===== config.mk =====
export PLATFORM = sky130hd
export DESIGN_NAME = kernel_accum
export DESIGN_NICKNAME = d
export VERILOG_FILES = /design/src/rtl/kernel_accum_pkg.sv /design/src/rtl/kernel_sum_tree.sv /design/src/rtl/kernel_accum.sv
export SDC_FILE = /design/constraint.sdc
export NUM_CORES = 1
export LEC_CHECK = 0
export ABC_AREA = 1
export CORE_ASPECT_RATIO = 2
export CORE_UTILIZATION = 55
export CTS_CLUSTER_DIAMETER = 200
export CTS_CLUSTER_SIZE = 25
export DETAILED_ROUTE_END_ITERATION = 7
export GPL_TIMING_DRIVEN = 0
export PLACE_DENSITY_LB_ADDON = 0.12
export SYNTH_ARGS = -nofsm -noshare
export SYNTH_HDL_FRONTEND = slang
export SYNTH_SLANG_ARGS = --single-unit
export TNS_END_PERCENT = 10

===== constraint.sdc =====
create_clock -name i_clk -period 2.4 [get_ports i_clk]
set_input_delay 0.48 -clock i_clk [delete_from_list [all_inputs] [get_ports i_clk]]
set_output_delay 0.48 -clock i_clk [all_outputs]
set_load 0.05 [all_outputs]

===== src/rtl/kernel_accum_pkg.sv =====
// Shared defaults and FSM state encoding for the adder-kernel accumulator slice.
package kernel_accum_pkg;

    localparam int NBIT_DEF  = 8;
    localparam int NDATA_DEF = 9;
    localparam int ACC_W_DEF = 24;
    localparam int CNT_W_DEF = 16;

    localparam logic [1:0] IDLE  = 2'd0;
    localparam logic [1:0] ACCUM = 2'd1;
    localparam logic [1:0] DRAIN = 2'd2;
    localparam logic [1:0] OUT   = 2'd3;

endpackage


===== src/rtl/kernel_sum_tree.sv =====
// Combinational sum of one beat of unsigned magnitudes plus popcount of its sign bits.
module kernel_sum_tree
    import kernel_accum_pkg::*;
#(
    parameter int NBIT  = NBIT_DEF,
    parameter int NDATA = NDATA_DEF
) (
    input  logic [NBIT*NDATA-1:0]          r,
    input  logic [NDATA-1:0]               sign,
    output logic [NBIT+$clog2(NDATA)-1:0]  sum,
    output logic [$clog2(NDATA+1)-1:0]     neg
);

    localparam int SUM_W = NBIT + $clog2(NDATA);
    localparam int PC_W  = $clog2(NDATA + 1);

    // Written as a linear reduction; synthesis balances it into a tree.
    always_comb begin
        sum = '0;
        neg = '0;
        for (int k = 0; k < NDATA; k++) begin
            sum = sum + SUM_W'(r[NBIT*k +: NBIT]);
            neg = neg + PC_W'(sign[k]);
        end
    end

endmodule


===== src/rtl/kernel_accum.sv =====
// Accumulates adder-kernel beats over a frame and emits -sum|x-w| with a negative-sign count.
module kernel_accum
    import kernel_accum_pkg::*;
#(
    parameter int NBIT  = NBIT_DEF,
    parameter int NDATA = NDATA_DEF,
    parameter int ACC_W = ACC_W_DEF,
    parameter int CNT_W = CNT_W_DEF
) (
    input  logic                   i_clk,
    input  logic                   i_rstn,
    input  logic                   i_valid,
    output logic                   o_ready,
    input  logic [NBIT*NDATA-1:0]  i_r,
    input  logic [NDATA-1:0]       i_sign,
    input  logic                   i_last,
    output logic                   o_valid,
    input  logic                   i_ready,
    output logic [ACC_W-1:0]       o_l1,
    output logic [CNT_W-1:0]       o_neg_cnt,
    output logic                   o_sat
);

    localparam int SUM_W = NBIT + $clog2(NDATA);
    localparam int PC_W  = $clog2(NDATA + 1);
    localparam int MAG_W = ACC_W - 1;
    localparam int EXT_W = ((MAG_W > SUM_W) ? MAG_W : SUM_W) + 1;
    localparam int CNT_X = CNT_W + 1;
    localparam logic [MAG_W-1:0] MAG_MAX = '1;

    logic [1:0]        state;
    logic              accept;
    logic              handshake;
    logic [SUM_W-1:0]  sum_c;
    logic [PC_W-1:0]   neg_c;

    logic              vld_p1;
    logic              first_p1;
    logic              last_p1;
    logic [SUM_W-1:0]  sum_p1;
    logic [PC_W-1:0]   neg_p1;

    logic              last_vld_p2;
    logic [MAG_W-1:0]  acc_mag_p2;
    logic [CNT_W-1:0]  acc_cnt_p2;
    logic              acc_sat_p2;

    logic [EXT_W-1:0]  mag_in;
    logic [MAG_W:0]    mag_res;
    logic [CNT_X-1:0]  cnt_in;
    logic              sat_nxt;
    logic signed [ACC_W-1:0] l1_neg;

    // Returns {overflow, clamped magnitude}.
    function automatic logic [MAG_W:0] sat_mag(input logic [EXT_W-1:0] v);
        if (v > EXT_W'(MAG_MAX))
            return {1'b1, MAG_MAX};
        else
            return {1'b0, v[MAG_W-1:0]};
    endfunction

    function automatic logic [CNT_W-1:0] sat_cnt(input logic [CNT_X-1:0] v);
        return v[CNT_W] ? {CNT_W{1'b1}} : v[CNT_W-1:0];
    endfunction

    assign o_ready   = (state == IDLE) || (state == ACCUM);
    assign o_valid   = (state == OUT);
    assign accept    = i_valid && o_ready;
    assign handshake = (state == OUT) && i_ready;

    kernel_sum_tree #(
        .NBIT  (NBIT),
        .NDATA (NDATA)
    ) u_sum_tree (
        .r    (i_r),
        .sign (i_sign),
        .sum  (sum_c),
        .neg  (neg_c)
    );

    always_ff @(posedge i_clk or negedge i_rstn) begin
        if (!i_rstn) begin
            state <= IDLE;
        end else begin
            case (state)
                IDLE:    if (accept) state <= i_last ? DRAIN : ACCUM;
                ACCUM:   if (accept && i_last) state <= DRAIN;
                DRAIN:   if (last_vld_p2) state <= OUT;
                default: if (i_ready) state <= IDLE;
            endcase
        end
    end

    // ---- S1: register beat sum, popcount and framing flags ----
    always_ff @(posedge i_clk or negedge i_rstn) begin
        if (!i_rstn) begin
            vld_p1   <= 1'b0;
            first_p1 <= 1'b0;
            last_p1  <= 1'b0;
            sum_p1   <= '0;
            neg_p1   <= '0;
        end else begin
            vld_p1 <= accept;
            if (accept) begin
                first_p1 <= (state == IDLE);
                last_p1  <= i_last;
                sum_p1   <= sum_c;
                neg_p1   <= neg_c;
            end
        end
    end

    assign mag_in  = first_p1 ? EXT_W'(sum_p1) : EXT_W'(acc_mag_p2) + EXT_W'(sum_p1);
    assign mag_res = sat_mag(mag_in);
    assign cnt_in  = first_p1 ? CNT_X'(neg_p1) : CNT_X'(acc_cnt_p2) + CNT_X'(neg_p1);
    assign sat_nxt = (first_p1 ? 1'b0 : acc_sat_p2) | mag_res[MAG_W];

    // ---- S2: saturating accumulate (first beat of a frame loads) ----
    always_ff @(posedge i_clk or negedge i_rstn) begin
        if (!i_rstn) begin
            last_vld_p2 <= 1'b0;
            acc_mag_p2  <= '0;
            acc_cnt_p2  <= '0;
            acc_sat_p2  <= 1'b0;
        end else begin
            last_vld_p2 <= vld_p1 && last_p1;
            if (vld_p1) begin
                acc_mag_p2 <= mag_res[MAG_W-1:0];
                acc_cnt_p2 <= sat_cnt(cnt_in);
                acc_sat_p2 <= sat_nxt;
            end else if (handshake) begin
                acc_mag_p2 <= '0;
                acc_cnt_p2 <= '0;
                acc_sat_p2 <= 1'b0;
            end
        end
    end

    assign l1_neg = -$signed({1'b0, acc_mag_p2});

    // ---- Output register: captured once the last beat has been accumulated ----
    always_ff @(posedge i_clk or negedge i_rstn) begin
        if (!i_rstn) begin
            o_l1      <= '0;
            o_neg_cnt <= '0;
            o_sat     <= 1'b0;
        end else if ((state == DRAIN) && last_vld_p2) begin
            o_l1      <= l1_neg;
            o_neg_cnt <= acc_cnt_p2;
            o_sat     <= acc_sat_p2;
        end else if (handshake) begin
            o_l1      <= '0;
            o_neg_cnt <= '0;
            o_sat     <= 1'b0;
        end
    end

endmodule


==> results of run 1 <==
[critical path: cells and delay by family]
family | cells | cell delay (ns)
AO/OA/AOI/OAI | 5 | 0.59
XOR/XNOR | 1 | 0.17
adder cells (fa/ha/maj) | 7 | 2.76
buffers and inverters | 5 | 0.28
AND/OR/NAND/NOR | 5 | 0.55
[cell families (layout without fill, tap and decap cells)]
kind of cell / after synthesis / in the layout / synth area share [%]
AND/OR/NAND/NOR: 537 / 537 / 26.9
buffers and inverters: 210 / 364 / 9.78
AO/OA/AOI/OAI: 134 / 134 / 9.13
adder cells (fa/ha/maj): 104 / 104 / 20.6
flip-flops: 103 / 103 / 31.0
XOR/XNOR: 23 / 23 / 2.43
multiplexers: 1 / 1 / 0.121
[flip-flops by register name (all words and copies together), names as in the netlist]
name	flops
last_vld_p2	1
last_p1	1
first_p1	1
acc_mag_p2	23
acc_cnt_p2	16
acc_sat_p2	1
vld_p1	1
sum_p1	12
o_neg_cnt	16
o_l1	24
state	2
o_sat	1
neg_p1	4
[metrics by stage]
stage | TNS, ns | instances | hold slack (ns) | power [mW] | cell area [sq um]
2_1_floorplan | -21.24 | 1112 | 0.184 | 9.61 | 8400
3_3_place_gp | -354.49 | 1435 | 0.451 | 11.9 | 9920
3_5_place_dp | -33.21 | 1436 | 0.458 | 12.2 | 9950
4_1_cts | -21.98 | 1457 | 0.0977 | 14.2 | 10400
5_1_grt | -23.70 | 1461 | 0.120 | 15.5 | 10500
6_report | -21.67 | 1461 | 0.0770 | 14.4 | 10500
[how the worst max path moves through the flow]
stage	startpoint	to	slack, ns
floorplan	i_r[0]	sum_p1[9]$_DFFE_PN0P_	-2.09
global placement	i_rstn	state[0]$_DFFE_PN0P_	-3.14
detailed placement	i_r[0]	sum_p1[9]$_DFFE_PN0P_	-3.10
CTS	i_r[8]	sum_p1[9]$_DFFE_PN0P_	-2.24
global route	i_r[0]	sum_p1[9]$_DFFE_PN0P_	-2.35
finish	i_r[0]	sum_p1[9]$_DFFE_PN0P_	-2.20
[cell type report]
cell class | instances | area, sq um | area share, %
buffer | 21 | 103 | 0.980
clock buffer | 11 | 243 | 2.32
clock inverter | 5 | 65.1 | 0.621
inverter | 189 | 709 | 6.77
multi-input combinational | 799 | 5170 | 49.4
sequential | 103 | 2580 | 24.6
tap | 195 | 244 | 2.33
timing repair buffer | 138 | 1360 | 13.0
[layout by cell type, fill, tap and decap left out, types with 3 or more instances in the layout]
| cell type | netlist | final |
|---|---|---|
| clkinv_4 | 0 | 3 |
| nor2_2 | 5 | 5 |
| nand2_1 | 336 | 329 |
| inv_2 | 5 | 11 |
| buf_6 | 3 | 5 |
| fa_2 | 0 | 3 |
| buf_2 | 1 | 3 |
| dfrtp_1 | 103 | 103 |
| xnor2_1 | 10 | 9 |
| a21oi_2 | 0 | 9 |
| dlymetal6s2s_1 | 0 | 5 |
| inv_1 | 184 | 178 |
| clkbuf_16 | 0 | 9 |
| o221ai_1 | 3 | 3 |
| clkdlybuf4s50_1 | 0 | 112 |
| clkbuf_2 | 0 | 3 |
| nor2_1 | 97 | 97 |
| xor2_1 | 13 | 13 |
| o21ai_1 | 3 | 7 |
| nand3b_1 | 4 | 4 |
| nor3_1 | 6 | 6 |
| nand4_1 | 14 | 14 |
| a21oi_1 | 39 | 29 |
| fa_1 | 55 | 52 |
| ha_4 | 0 | 11 |
| nand3_1 | 62 | 60 |
| o31ai_1 | 3 | 3 |
| a22o_1 | 3 | 3 |
| nand3_2 | 3 | 5 |
| nand2_2 | 3 | 9 |
| o211ai_1 | 10 | 10 |
| buf_4 | 0 | 10 |
| o21ai_0 | 62 | 55 |
| ha_1 | 49 | 36 |
| clkbuf_1 | 16 | 17 |
[power by group]
part / internal (mW) / total, mW / switching [mW]
Combinational: 3.79 / 9.76 / 5.97
Clock: 0.849 / 1.56 / 0.708
Sequential: 2.36 / 3.04 / 0.677
Total: 7.00 / 14.4 / 7.35
[timing repair]
item,4_1_cts,5_1_grt
hold buffers,0,0
setup buffers,5,4
pin swaps,28,29
gates resized for setup,52,23
endpoints found under the setup margin,16,20
[layer usage]
metal / track usage, % / up-vias
met5: 0 / -
met4: 23.5 / 0
met3: 4.70 / 96
met2: 60.4 / 261
met1: 29.2 / 3718
li1: - / 3779
==> impl_metrics.env, run 1 <==
export IMPL_cp_required_ns=2.63
export IMPL_maxSlewHeadroom_pct=37.2
export IMPL_drive_gt1_share_pct=8.21
export IMPL_cts_tree="yes"
export IMPL_max_freq_mhz=217
export IMPL_grt_pass1_vias=8022
export IMPL_clk_pin_slew_ns=0.07
export IMPL_clk_latency_ns=0.36
export IMPL_drtPass1Iterations=5
export IMPL_cts_sinks=103
export IMPL_r2r_start="state[1]$_DFFE_PN0P_"
export IMPL_final_hold_viol_count=0
export IMPL_vias=7854
export IMPL_setup_violations=15
export IMPL_wl_mm=23.8
export IMPL_ioPinCount=129
export IMPL_cts_htree_levels=3
export IMPL_grt_overflow=0
export IMPL_syn_area_sq_um=8300
export IMPL_grt_pass1_wl_mm=37.3
export IMPL_synth_cell_types=42
export IMPL_peakVddDrop_mv=0.881
export IMPL_r2r_end="sum_p1[8]$_DFFE_PN0P_"
export IMPL_fin_crit_sh_pct=192
export IMPL_critical_path_class="in -> reg"
export IMPL_final_util_pct=70.7
export IMPL_avgSynthCellArea_sq_um=7.47
export IMPL_power_density_nw_per_um2=1370
export IMPL_syn_num_nets=1302
export IMPL_die_height_microns=176
export IMPL_r2r_slack_ns=-0.01
export IMPL_gp_congestion=0.972
export IMPL_final_antenna_net_count=0
export IMPL_areaGrowthSynthToFinish_pct=26.1
export IMPL_drtIter0Drc=319
export IMPL_ys_ff_latch=103
export IMPL_endpoint_kind="flop"
export IMPL_final_nets=1451
export IMPL_dp_hpwl_mm=19.1
export IMPL_status="finished, violations left"
export IMPL_synth_most_common_cell="nand2_1"
export IMPL_r2r_cells=8
export IMPL_synth_top_cell_by_area="dfrtp_1"
export IMPL_max_stage_delay_ns=0.53
export IMPL_leakage_nw=5.34
export IMPL_worstPathArrival_ns=4.83
export IMPL_async_flop_share_pct=100
export IMPL_num_rows=63
export IMPL_dr_wl_met3_microns=878
export IMPL_violations="negative setup slack"
export IMPL_synth_edf_count=0
export IMPL_cts_buffers=9
export IMPL_grt_start_max_net_pins=70
export IMPL_synthTopCellsByCount="nand2_1, inv_1, dfrtp_1, nor2_1"
export IMPL_ys_warn_count=0
export IMPL_synth_top_cells_by_area="dfrtp_1, nand2_1, fa_1, inv_1, ha_1"
export IMPL_wl_met1_mm=7.81
export IMPL_coreArea_sq_um=14800
export IMPL_yosysSeqAreaShare_pct=31.0
export IMPL_crit_path_top_delay_cell="fa_1"
export IMPL_top_layer_used="met4"
export IMPL_synth_ff_type="dfrtp_1"
export IMPL_path_cells="buf_6 -> ha_4 -> inv_2 -> fa_2 -> o21ai_4 -> nand2_1 -> nand2_1 -> a21oi_2 -> xor2_1 -> inv_1 -> fa_1 -> inv_2 -> fa_2 -> fa_1 -> fa_1 -> inv_2 -> ha_4 -> a21oi_2 -> o21a_1 -> nand2_2 -> or2_4 -> nand3_2 -> o21ai_2"
export IMPL_diodes=0
export IMPL_antenna_found_initial=0
export IMPL_post_drt_wl_per_cell_microns=16.3
export IMPL_setup_ws_ns=-2.20
export IMPL_drc=0
export IMPL_die_w_microns=88.9
export IMPL_skew_ns=0.00791
export IMPL_dr_wl_met2_mm=13.3
export IMPL_pre_cts_ws_ns=-3.10
export IMPL_portBuffers=128
export IMPL_start_util_pct=56.0
export IMPL_cts_root_buf="clkbuf_16"
export IMPL_drv_slew=0
export IMPL_die_area_sq_um=15600
export IMPL_filler_cell_count=1292
export IMPL_worstSetupStartpointType="primary input"
export IMPL_synthCells=1112
export IMPL_fin_crit_ns=4.60
export IMPL_cp_max_fo=4
export IMPL_worst_pin_slew_ns=0.936
export IMPL_rsz0062_at_grt="yes"
export IMPL_min_path_type="in -> async"
export IMPL_avgViaCountPerCell=5.38
export IMPL_clk_path_buf_depth=2
export IMPL_drv_cap=0
export IMPL_synth_top_area_share_pct=31.0
export IMPL_grt_usage_pct=31.9
Power figures use the tool's default switching activity.
==> run 2, diff against run 1 <==
Settings changed: SYNTH_HIERARCHICAL set to 1.
==> impl_metrics.env, run 2 <==
export IMPL_grt_usage_pct=31.6
export IMPL_grt_start_max_net_pins=71
export IMPL_drive_gt1_share_pct=14.5
export IMPL_synth_top_cells_by_area="dfrtp_1, fa_1, nand2_1, inv_1, ha_1"
export IMPL_synth_ff_type="dfrtp_1"
export IMPL_r2r_start="acc_mag_p2[0]$_DFFE_PN0P_"
export IMPL_final_nets=1434
export IMPL_cts_buffers=9
export IMPL_rsz0062_at_grt="yes"
export IMPL_vias=7834
export IMPL_power_density_nw_per_um2=1310
export IMPL_top_register="o_l1"
export IMPL_start_util_pct=56.4
export IMPL_final_util_pct=69.6
export IMPL_worst_pin_slew_ns=0.807
export IMPL_clk_pin_slew_ns=0.07
export IMPL_leakage_nw=5.46
export IMPL_async_flop_share_pct=100
export IMPL_grt_pass1_wl_mm=37.2
export IMPL_pre_cts_ws_ns=-2.00
export IMPL_synth_xor_area_share_pct=1.46
export IMPL_syn_num_nets=1287
export IMPL_synth_top_area_share_pct=30.7
export IMPL_maxSlewHeadroom_pct=46.2
export IMPL_ys_ff_latch=103
export IMPL_min_path_type="in -> async"
export IMPL_largest_registers="o_l1 x24, acc_mag_p2 x23"
export IMPL_synth_mux_area_fraction_pct=0.298
export IMPL_final_hold_viol_count=0
export IMPL_die_area_sq_um=15800
export IMPL_ys_warn_count=6
export IMPL_drv_cap=0
export IMPL_largest_register_ffs=24
export IMPL_cts_sinks=103
export IMPL_violations="negative setup slack"
export IMPL_worstSetupStartpointType="primary input"
export IMPL_setup_ws_ns=-1.09
export IMPL_syn_area_sq_um=8410
export IMPL_gp_congestion=0.984
export IMPL_final_antenna_net_count=0
export IMPL_r2r_end="o_l1[16]$_DFFE_PN0P_"
export IMPL_layout_commonest_cell="nand2_1"
export IMPL_avgViaCountPerCell=5.40
export IMPL_max_freq_mhz=287
export IMPL_drtPass1Iterations=5
export IMPL_die_height_microns=177
export IMPL_die_w_microns=89.4
export IMPL_synthCells=1103
export IMPL_coreArea_sq_um=14900
export IMPL_areaGrowthSynthToFinish_pct=23.4
export IMPL_drtIter0Drc=385
export IMPL_synth_top_cell_by_area="dfrtp_1"
export IMPL_finalSetupTns_ns=-10.67
export IMPL_final_cell_mix="nand2_1, inv_1, dfrtp_1"
export IMPL_portBuffers=128
export IMPL_fin_crit_sh_pct=145
export IMPL_grt_pass1_vias=8017
export IMPL_status="finished, violations left"
export IMPL_r2r_slack_ns=0.10
export IMPL_whs_ns=0.0671
export IMPL_worstPathArrival_ns=3.74
export IMPL_endpoint_kind="flop"
export IMPL_dp_hpwl_mm=18.6
export IMPL_num_rows=63
export IMPL_fin_crit_ns=3.49
export IMPL_avgSynthCellArea_sq_um=7.62
export IMPL_cts_htree_levels=3
export IMPL_cts_root_buf="clkbuf_16"
export IMPL_synth_compound_area_share_pct=8.56
export IMPL_r2r_cells=7
export IMPL_synth_cell_types=44
export IMPL_diodes=0
export IMPL_synth_top_family_by_area="simple AND/OR/NAND/NOR gates"
export IMPL_drv_slew=0
export IMPL_clk_path_buf_depth=2
export IMPL_skew_ns=0.00938
export IMPL_ioPinCount=129
export IMPL_synthAdderAreaFrac_pct=20.0
export IMPL_post_drt_wl_per_cell_microns=15.9
export IMPL_clk_latency_ns=0.37
export IMPL_cp_max_fo=3
export IMPL_wl_mm=23.1
export IMPL_synthTopCellsByCount="nand2_1, inv_1, dfrtp_1, nand3_1, nor2_1"
export IMPL_synth_edf_count=0
export IMPL_critical_path_class="in -> reg"
export IMPL_cp_required_ns=2.65
export IMPL_setup_violations=15
export IMPL_synth_most_common_cell="nand2_1"
export IMPL_yosysSeqAreaShare_pct=30.7
export IMPL_grt_overflow=0
export IMPL_antenna_found_initial=0
export IMPL_synthSimpleGateAreaFrac_pct=28.5
export IMPL_peakVddDrop_mv=1.28
export IMPL_drc=0
export IMPL_cts_tree="yes"
==> run 2: cell count changes after synthesis, moves of 8 or more <==
cell	previous run	this run
inv_1	184	192
nand3_1	62	89
nand2_1	336	309
nand3_2	3	12
a21oi_1	39	28
o21ai_0	62	52
nand2_2	3	13
ha_1	49	37
nor2_1	97	82
==> run 2: layout make-up <==
type | instances | area, sq um
multi-input cells | 774 | 5150
well taps | 195 | 244
fillers | 1306 | 4520
inverters | 203 | 774
repair buffers | 136 | 1220
clock buffers | 11 | 253
flip-flops and latches | 103 | 2580
plain buffers | 23 | 118
clock inverters | 5 | 41.3
==> run 2: timing repair <==
item,in CTS,in global routing
gates resized for setup,188,29
buffers inserted,5,2
pin swaps,71,31
hold buffers,0,0
endpoints found under the setup margin,16,17
hold endpoints to repair,0,0
==> run 2: per-stage QoR <==
stage | cells | area, sq um | power (mW)
4_1_cts | 1448 | 10300 | 13.1
5_1_grt | 1450 | 10400 | 14.7
3_3_place_gp | 1426 | 9990 | 10.9
6_report | 1450 | 10400 | 13.6
2_1_floorplan | 1103 | 8470 | 8.70
3_5_place_dp | 1427 | 10000 | 11.1
==> run 2: worst max-delay path by stage <==
stage,depth (start not counted),slack [ns],from,end
floorplan,16,-1.24,i_r[18],sum_p1[8]$_DFFE_PN0P_
global placement,1,-3.06,i_rstn,state[1]$_DFFE_PN0P_
detailed placement,17,-2.00,i_r[18],sum_p1[10]$_DFFE_PN0P_
CTS,17,-1.06,i_r[18],sum_p1[10]$_DFFE_PN0P_
global route,18,-1.23,i_r[22],sum_p1[9]$_DFFE_PN0P_
finish,15,-1.09,i_r[42],sum_p1[10]$_DFFE_PN0P_
==> run 2: where the power goes <==
part	total, mW	internal [mW]	switching, mW
sequential	2.70	2.26	0.434
combinational	9.39	3.58	5.82
clock	1.47	0.770	0.701
==> run 2: metal layers <==
layer | up-vias | global-route usage, % | wire length (microns)
met5 | - | 0 | 0
met4 | 0 | 20.5 | 1550
met3 | 95 | 4.76 | 887
met2 | 277 | 60.6 | 13000
met1 | 3709 | 29.1 | 7650
li1 | 3753 | - | -
==> run 2: kinds of logic after synthesis <==
family                   after synthesis
multiplexers                           2
AO/OA/AOI/OAI                        118
AND/OR/NAND/NOR                      542
adder cells (fa/ha/maj)               98
buffers and inverters                226
XOR/XNOR                              14
flip-flops                           103
==> run 2: critical path, stage by stage <==
cell	delay, ns
buf_2	0.11
fa_1	0.50
fa_1	0.58
fa_1	0.44
fa_1	0.51
ha_4	0.19
fa_2	0.39
nand2_2	0.07
nand2_2	0.07
nand3_2	0.11
nand2_1	0.06
nand2_1	0.06
nand2_1	0.05
nand2_1	0.07
o21ai_1	0.06
